==> src/rtl/hamming_pkg.sv <==
// Shared Hamming(11,7) constants, decoded-word type and syndrome/extraction helpers.
// Used by hamming_decoder_pipe and its statistics counters.
package hamming_pkg;

    localparam int DATA_W = 7;
    localparam int CODE_W = 11;
    localparam int SYN_W  = 4;

    // Bit i of a mask corresponds to Hamming position i+1; a set bit means that position
    // contributes to the syndrome bit.
    localparam logic [CODE_W-1:0] MASK_S1 = 11'h555;
    localparam logic [CODE_W-1:0] MASK_S2 = 11'h666;
    localparam logic [CODE_W-1:0] MASK_S4 = 11'h078;
    localparam logic [CODE_W-1:0] MASK_S8 = 11'h780;

    localparam logic [SYN_W-1:0] SYN_LAST_POS = 4'd11;

    typedef struct packed {
        logic [DATA_W-1:0] data;
        logic [SYN_W-1:0]  syndrome;
        logic              corrected;
        logic              uncorr;
    } dec_word_t;

    function automatic logic [SYN_W-1:0] hamming_syndrome(input logic [CODE_W-1:0] code);
        return {^(code & MASK_S8), ^(code & MASK_S4), ^(code & MASK_S2), ^(code & MASK_S1)};
    endfunction

    function automatic logic [DATA_W-1:0] hamming_extract(input logic [CODE_W-1:0] code);
        return {code[10:8], code[6:4], code[2]};
    endfunction

    // One-hot mask selecting code bit syn-1; only meaningful for syn in 1..11.
    function automatic logic [CODE_W-1:0] hamming_flip_mask(input logic [SYN_W-1:0] syn);
        logic [CODE_W-1:0] one;
        one = {{(CODE_W-1){1'b0}}, 1'b1};
        return one << (syn - 4'd1);
    endfunction

endpackage

==> src/rtl/hamming_stat_counter.sv <==
// Saturating event counter with synchronous clear; clear takes priority over increment.
module hamming_stat_counter #(
    parameter int CNT_W = 16
) (
    input  logic             clk,
    input  logic             rst_n,
    input  logic             clr,
    input  logic             inc,
    output logic [CNT_W-1:0] cnt
);

    logic [CNT_W-1:0] cnt_r;
    logic             at_max_s;

    assign at_max_s = (cnt_r == {CNT_W{1'b1}});
    assign cnt      = cnt_r;

    // Count register: clear wins, then saturating increment.
    always_ff @(posedge clk or negedge rst_n) begin
        if (!rst_n) begin
            cnt_r <= {CNT_W{1'b0}};
        end else if (clr) begin
            cnt_r <= {CNT_W{1'b0}};
        end else if (inc && !at_max_s) begin
            cnt_r <= cnt_r + {{(CNT_W-1){1'b0}}, 1'b1};
        end
    end

endmodule

==> src/rtl/hamming_decoder_pipe.sv <==
// Two-stage backpressured Hamming(11,7) single-error-correcting decoder.
// Define HAMMING_DEC_STATS_EN to build the saturating corrected/uncorrectable counters.
module hamming_decoder_pipe
    import hamming_pkg::*;
#(
    parameter int CNT_W      = 16,
    parameter bit CORRECT_EN = 1'b1
) (
    input  logic              clk,
    input  logic              rst_n,
    input  logic              in_valid,
    output logic              in_ready,
    input  logic [CODE_W-1:0] in_code,
    output logic              out_valid,
    input  logic              out_ready,
    output logic [DATA_W-1:0] out_data,
    output logic [SYN_W-1:0]  out_syndrome,
    output logic              out_corrected,
    output logic              out_uncorr,
    input  logic              stat_clr,
    output logic [CNT_W-1:0]  stat_corr_cnt,
    output logic [CNT_W-1:0]  stat_unc_cnt
);

    logic              s1_valid_r;
    logic [CODE_W-1:0] s1_code_r;
    logic [SYN_W-1:0]  s1_syn_r;
    logic              s2_valid_r;
    dec_word_t         s2_word_r;

    logic              s1_ld_s;
    logic              s2_ld_s;
    logic              out_xfer_s;
    logic [CODE_W-1:0] fixed_code_s;
    dec_word_t         dec_s;

    // A stage loads when empty or when its current content leaves this cycle.
    assign s2_ld_s    = !s2_valid_r || out_ready;
    assign s1_ld_s    = !s1_valid_r || s2_ld_s;
    assign in_ready   = s1_ld_s;
    assign out_xfer_s = s2_valid_r && out_ready;

    // Stage 1: capture the codeword and its syndrome.
    always_ff @(posedge clk or negedge rst_n) begin
        if (!rst_n) begin
            s1_valid_r <= 1'b0;
            s1_code_r  <= {CODE_W{1'b0}};
            s1_syn_r   <= {SYN_W{1'b0}};
        end else if (s1_ld_s) begin
            s1_valid_r <= in_valid;
            if (in_valid) begin
                s1_code_r <= in_code;
                s1_syn_r  <= hamming_syndrome(in_code);
            end
        end
    end

    // Correction and data extraction from the stage-1 contents.
    always_comb begin
        fixed_code_s        = s1_code_r;
        dec_s.syndrome      = s1_syn_r;
        dec_s.corrected     = 1'b0;
        dec_s.uncorr        = 1'b0;
        if (s1_syn_r > SYN_LAST_POS) begin
            dec_s.uncorr = 1'b1;
        end else if ((s1_syn_r != 4'd0) && (CORRECT_EN == 1'b1)) begin
            fixed_code_s    = s1_code_r ^ hamming_flip_mask(s1_syn_r);
            dec_s.corrected = 1'b1;
        end else begin
            fixed_code_s = s1_code_r;
        end
        dec_s.data = hamming_extract(fixed_code_s);
    end

    // Stage 2: decoded-word output register, held while the consumer stalls.
    always_ff @(posedge clk or negedge rst_n) begin
        if (!rst_n) begin
            s2_valid_r <= 1'b0;
            s2_word_r  <= '{data: 7'd0, syndrome: 4'd0, corrected: 1'b0, uncorr: 1'b0};
        end else if (s2_ld_s) begin
            s2_valid_r <= s1_valid_r;
            if (s1_valid_r) begin
                s2_word_r <= dec_s;
            end
        end
    end

    assign out_valid     = s2_valid_r;
    assign out_data      = s2_word_r.data;
    assign out_syndrome  = s2_word_r.syndrome;
    assign out_corrected = s2_word_r.corrected;
    assign out_uncorr    = s2_word_r.uncorr;

`ifdef HAMMING_DEC_STATS_EN
    hamming_stat_counter #(
        .CNT_W (CNT_W)
    ) u_corr_cnt (
        .clk   (clk),
        .rst_n (rst_n),
        .clr   (stat_clr),
        .inc   (out_xfer_s && s2_word_r.corrected),
        .cnt   (stat_corr_cnt)
    );

    hamming_stat_counter #(
        .CNT_W (CNT_W)
    ) u_unc_cnt (
        .clk   (clk),
        .rst_n (rst_n),
        .clr   (stat_clr),
        .inc   (out_xfer_s && s2_word_r.uncorr),
        .cnt   (stat_unc_cnt)
    );
`else
    logic unused_stat_s;

    assign stat_corr_cnt = {CNT_W{1'b0}};
    assign stat_unc_cnt  = {CNT_W{1'b0}};
    assign unused_stat_s = stat_clr ^ out_xfer_s;
`endif

endmodule
==> config.mk <==
export PLATFORM = sky130hd
export DESIGN_NAME = hamming_decoder_pipe
export DESIGN_NICKNAME = d
export VERILOG_FILES = /design/src/rtl/hamming_pkg.sv /design/src/rtl/hamming_stat_counter.sv /design/src/rtl/hamming_decoder_pipe.sv
export SDC_FILE = /design/constraint.sdc
export NUM_CORES = 1
export LEC_CHECK = 0
export CAP_MARGIN = 20
export CORE_MARGIN = 4
export CORE_UTILIZATION = 42
export CTS_CLUSTER_DIAMETER = 200
export DETAILED_ROUTE_END_ITERATION = 10
export GPL_ROUTABILITY_DRIVEN = 1
export PLACE_DENSITY = 0.76
export SETUP_SLACK_MARGIN = 0.5
export SLEW_MARGIN = 25
export SYNTH_ARGS = -nofsm -noshare
export SYNTH_HDL_FRONTEND = slang
export SYNTH_SLANG_ARGS = --single-unit
export TNS_END_PERCENT = 30
==> constraint.sdc <==
create_clock -name clk -period 1.6 [get_ports clk]
set_input_delay 0.16 -clock clk [delete_from_list [all_inputs] [get_ports clk]]
set_output_delay 0.16 -clock clk [all_outputs]
set_load 0.005 [all_outputs]
==> flow_metrics.py <==
metrics = {
    "worst_setup_path": {
        "cp.required_ns": 1.85,
        "crit_arrival_ns": 1.62,
        "r2r_cells": 4,
        "path_max_fanout": 5,
        "end_kind": "flop",
        "crit_type": "flop to flop",
        "startpoint_type": "flop",
    },
    "pwr": {
        "power_frac_comb": 0.463,
        "seqPwrFrac": 0.401,
        "p_clk_frac": 0.135,
        "power_leakage_nw": 1.03,
        "p_sw_mw": 0.779,
        "internal_power_mw": 1.77,
        "netSwitchingFraction": 0.306,
        "peakVddDrop_v": 0.000391,
        "powerDensity_nw_per_um2": 1210,
    },
    "yosys": {
        "ys.flop_type": "dfrtp_1",
        "avgSynthCellArea_sq_um": 12.1,
        "synth-edff-count": 0,
        "synthTopCellsByArea": "dfrtp_1 43%, mux2_2 16%, buf_4 16%",
        "synth_top_area_cell": "dfrtp_1",
        "ys_seq_area_frac": 0.433,
        "async_flop_share": 1.00,
        "ys_top_cells_by_count": "32 x buf_4, 26 x dfrtp_1, 22 x mux2_2, 10 x xnor2_1, 7 x xor2_1",
        "synth_area_sq_um": 1500,
        "yosysMostFrequentCell": "buf_4",
        "ys_ff_latch": 26,
        "ys_types": 19,
        "yosys_warnings": 0,
        "synthCells": 124,
        "synth_top_area_frac": 0.433,
    },
    "placed_design": {
        "gp_congestion": 0.718,
        "portBuffers": 29,
        "post-place-cells": 201,
        "dp_hpwl_microns": 2040,
    },
    "cts": {
        "cts.hold.buffers_added": 0,
        "cts.clk_slew.worst_paths_ns": 0.15,
        "worstSkewPairLatency_ns": 0.34,
        "clock_sinks": 26,
        "cts_buffer_depth": 2,
        "tritoncts": "built",
        "cts-root-buf": "clkbuf_4",
        "h-tree-depth": 1,
        "cts_buffers": 3,
    },
    "routing": {
        "drt-initial-drc-count": 16,
        "ant_nets": 0,
        "first_pass_iters": 4,
        "drt-total-wl_microns": 3450,
        "vias_per_cell": 4.57,
        "drc": 0,
        "num_vias": 1028,
        "wl_per_cell_microns": 15.3,
    },
    "sta": {
        "finClkSkew_ns": 0.0112,
        "period_minus_slack_ns": 1.38,
        "grt_setup_unrepaired": "yes",
        "setup_viol": 0,
        "finalCritPeriodShare": 0.860,
        "finalHoldViolations": 0,
        "clock.fmax_mhz": 727,
        "slew_violations": 0,
    },
    "floorplan": {
        "start_util": 0.444,
        "dieHeight_microns": 67.8,
        "dieWidth_microns": 67.8,
        "dieArea_sq_um": 4600,
        "rows": 21,
        "pin_count": 63,
        "core_sq_um": 3390,
    },
    "finish": {
        "syn_to_final_growth_pct": 40.0,
        "diodes": 0,
        "layout-drive-gt1-share": 0.397,
        "nets": 196,
        "fin_util": 0.621,
        "instances_no_fill": 225,
    },
    "min_path": {
        "whs_path_depth": 2,
        "min_path_type": "primary input to flop",
    },
    "global_routing": {
        "grt-ovfl-total": 0,
        "grt_pass1_vias": 1008,
        "grt_pass1_wl_microns": 5040,
        "antenna_found_initial": 0,
        "grt_max_degree": 27,
        "grt_usage": 0.148,
    },
    "outcome": {
        "outcome": "complete, no violations",
    },
    "flow_run": {
        "maxCapViolations": 0,
    },
}
## metrics by stage
step	setup TNS [ns]	setup slack (ns)	power [mW]	instance area [sq um]	hold slack (ns)
2_1_floorplan	0	0.350	1.59	1700	-0.136
4_1_cts	0	0.254	2.43	2010	0.193
3_3_place_gp	-0.0279	-0.0279	1.91	1820	0.476
6_report	0	0.224	2.55	2110	0.157
3_5_place_dp	-0.0658	-0.0546	1.95	1820	0.495
5_1_grt	0	0.157	2.69	2110	0.184
## final timing paths
| check | start | end | slack (ns) |
|---|---|---|---|
| setup / recovery | s1_syn_r[3] | out_data[4] | 0.22 |
| hold / removal | in_code[4] | s1_code_r[4] | 0.16 |
| setup reg to reg | s1_syn_r[3] | out_data[4] | 0.22 |
| hold reg to reg | out_data[2] | out_data[2] | 0.52 |
| max in group asynchronous | rst_n | s1_syn_r[1] | 1.15 |
| min in group asynchronous | rst_n | out_data[3] | 0.17 |
## worst max-delay path: stages, from the launching register on
cell      delay (ns)
dfrtp_2         0.43
buf_2           0.18
nor4bb_2        0.28
xor2_1          0.11
mux2_2          0.27
## flip-flops by register name, indices dropped and copies added (netlist names)
signal and cells:
out_corrected 1, out_data 7, out_syndrome 4, out_uncorr 1
out_valid 1, s1_code_r 7, s1_syn_r 4, s1_valid_r 1
## layer usage
metal	track usage	wire length, microns	vias up
met5	0	0	-
met4	0.0744	82	0
met3	0.0181	212	7
met2	0.248	1820	37
met1	0.189	1330	517
li1	-	-	467
## cells by family (layout without fill, tap and decap cells)
| kind of cell | after synthesis | after routing | share of synthesized area |
|---|---|---|---|
| mux | 22 | 22 | 0.165 |
| xor+xnor | 19 | 19 | 0.129 |
| simple gates | 15 | 16 | 0.0774 |
| flops | 26 | 26 | 0.433 |
| other cells | 1 | 32 | 0.00249 |
| buf+inv | 37 | 60 | 0.176 |
| compound gates | 4 | 4 | 0.0175 |
## layout make-up
cell class,instances,area [sq um]
repair buffers,56,536
clock buffers,4,36.3
fillers,244,1280
well taps,46,57.6
multi-input cells,93,821
flip-flops and latches,26,656
## repair_timing
| action | in CTS | in global routing |
|---|---|---|
| endpoints found under the hold margin | 0 | 0 |
| gates resized for setup | 40 | 15 |
| buffers inserted | 16 | 3 |
| setup endpoints to repair | 38 | 36 |
| pin swaps | 7 | 7 |
| cloned | 0 | 1 |
## power groups by stage
| stage | logic (mW) | registers, mW | clock network, mW |
|---|---|---|---|
| after global routing | 1.26 | 1.05 | 0.378 |
| after floorplan | 0.606 | 0.986 | 0 |
| after CTS | 1.08 | 1.01 | 0.342 |
| final | 1.18 | 1.02 | 0.345 |
| after detailed placement | 0.876 | 1.07 | 0 |
| after global placement | 0.861 | 1.05 | 0 |
## layout by cell type, fill, tap and decap left out
cell,count
a21bo_2,1
a21oi_1,2
a31oi_1,1
buf_12,3
buf_2,4
buf_4,16
buf_6,8
clkbuf_4,3
clkbuf_8,1
clkdlybuf4s15_1,1
clkdlybuf4s50_1,11
conb_1,32
dfrtp_1,22
dfrtp_2,4
dlygate4sd2_1,10
dlymetal6s2s_1,3
mux2_2,18
mux2_4,4
nand2_2,1
nand2_4,1
nand2_8,1
nand2b_1,3
nand3b_1,1
nand4_1,1
nand4b_1,2
nor4_1,1
nor4bb_2,1
nor4bb_4,4
xnor2_1,9
xnor2_2,1
xnor3_1,2
xor2_1,7
Note: power is estimated with default switching activity, not from simulation.
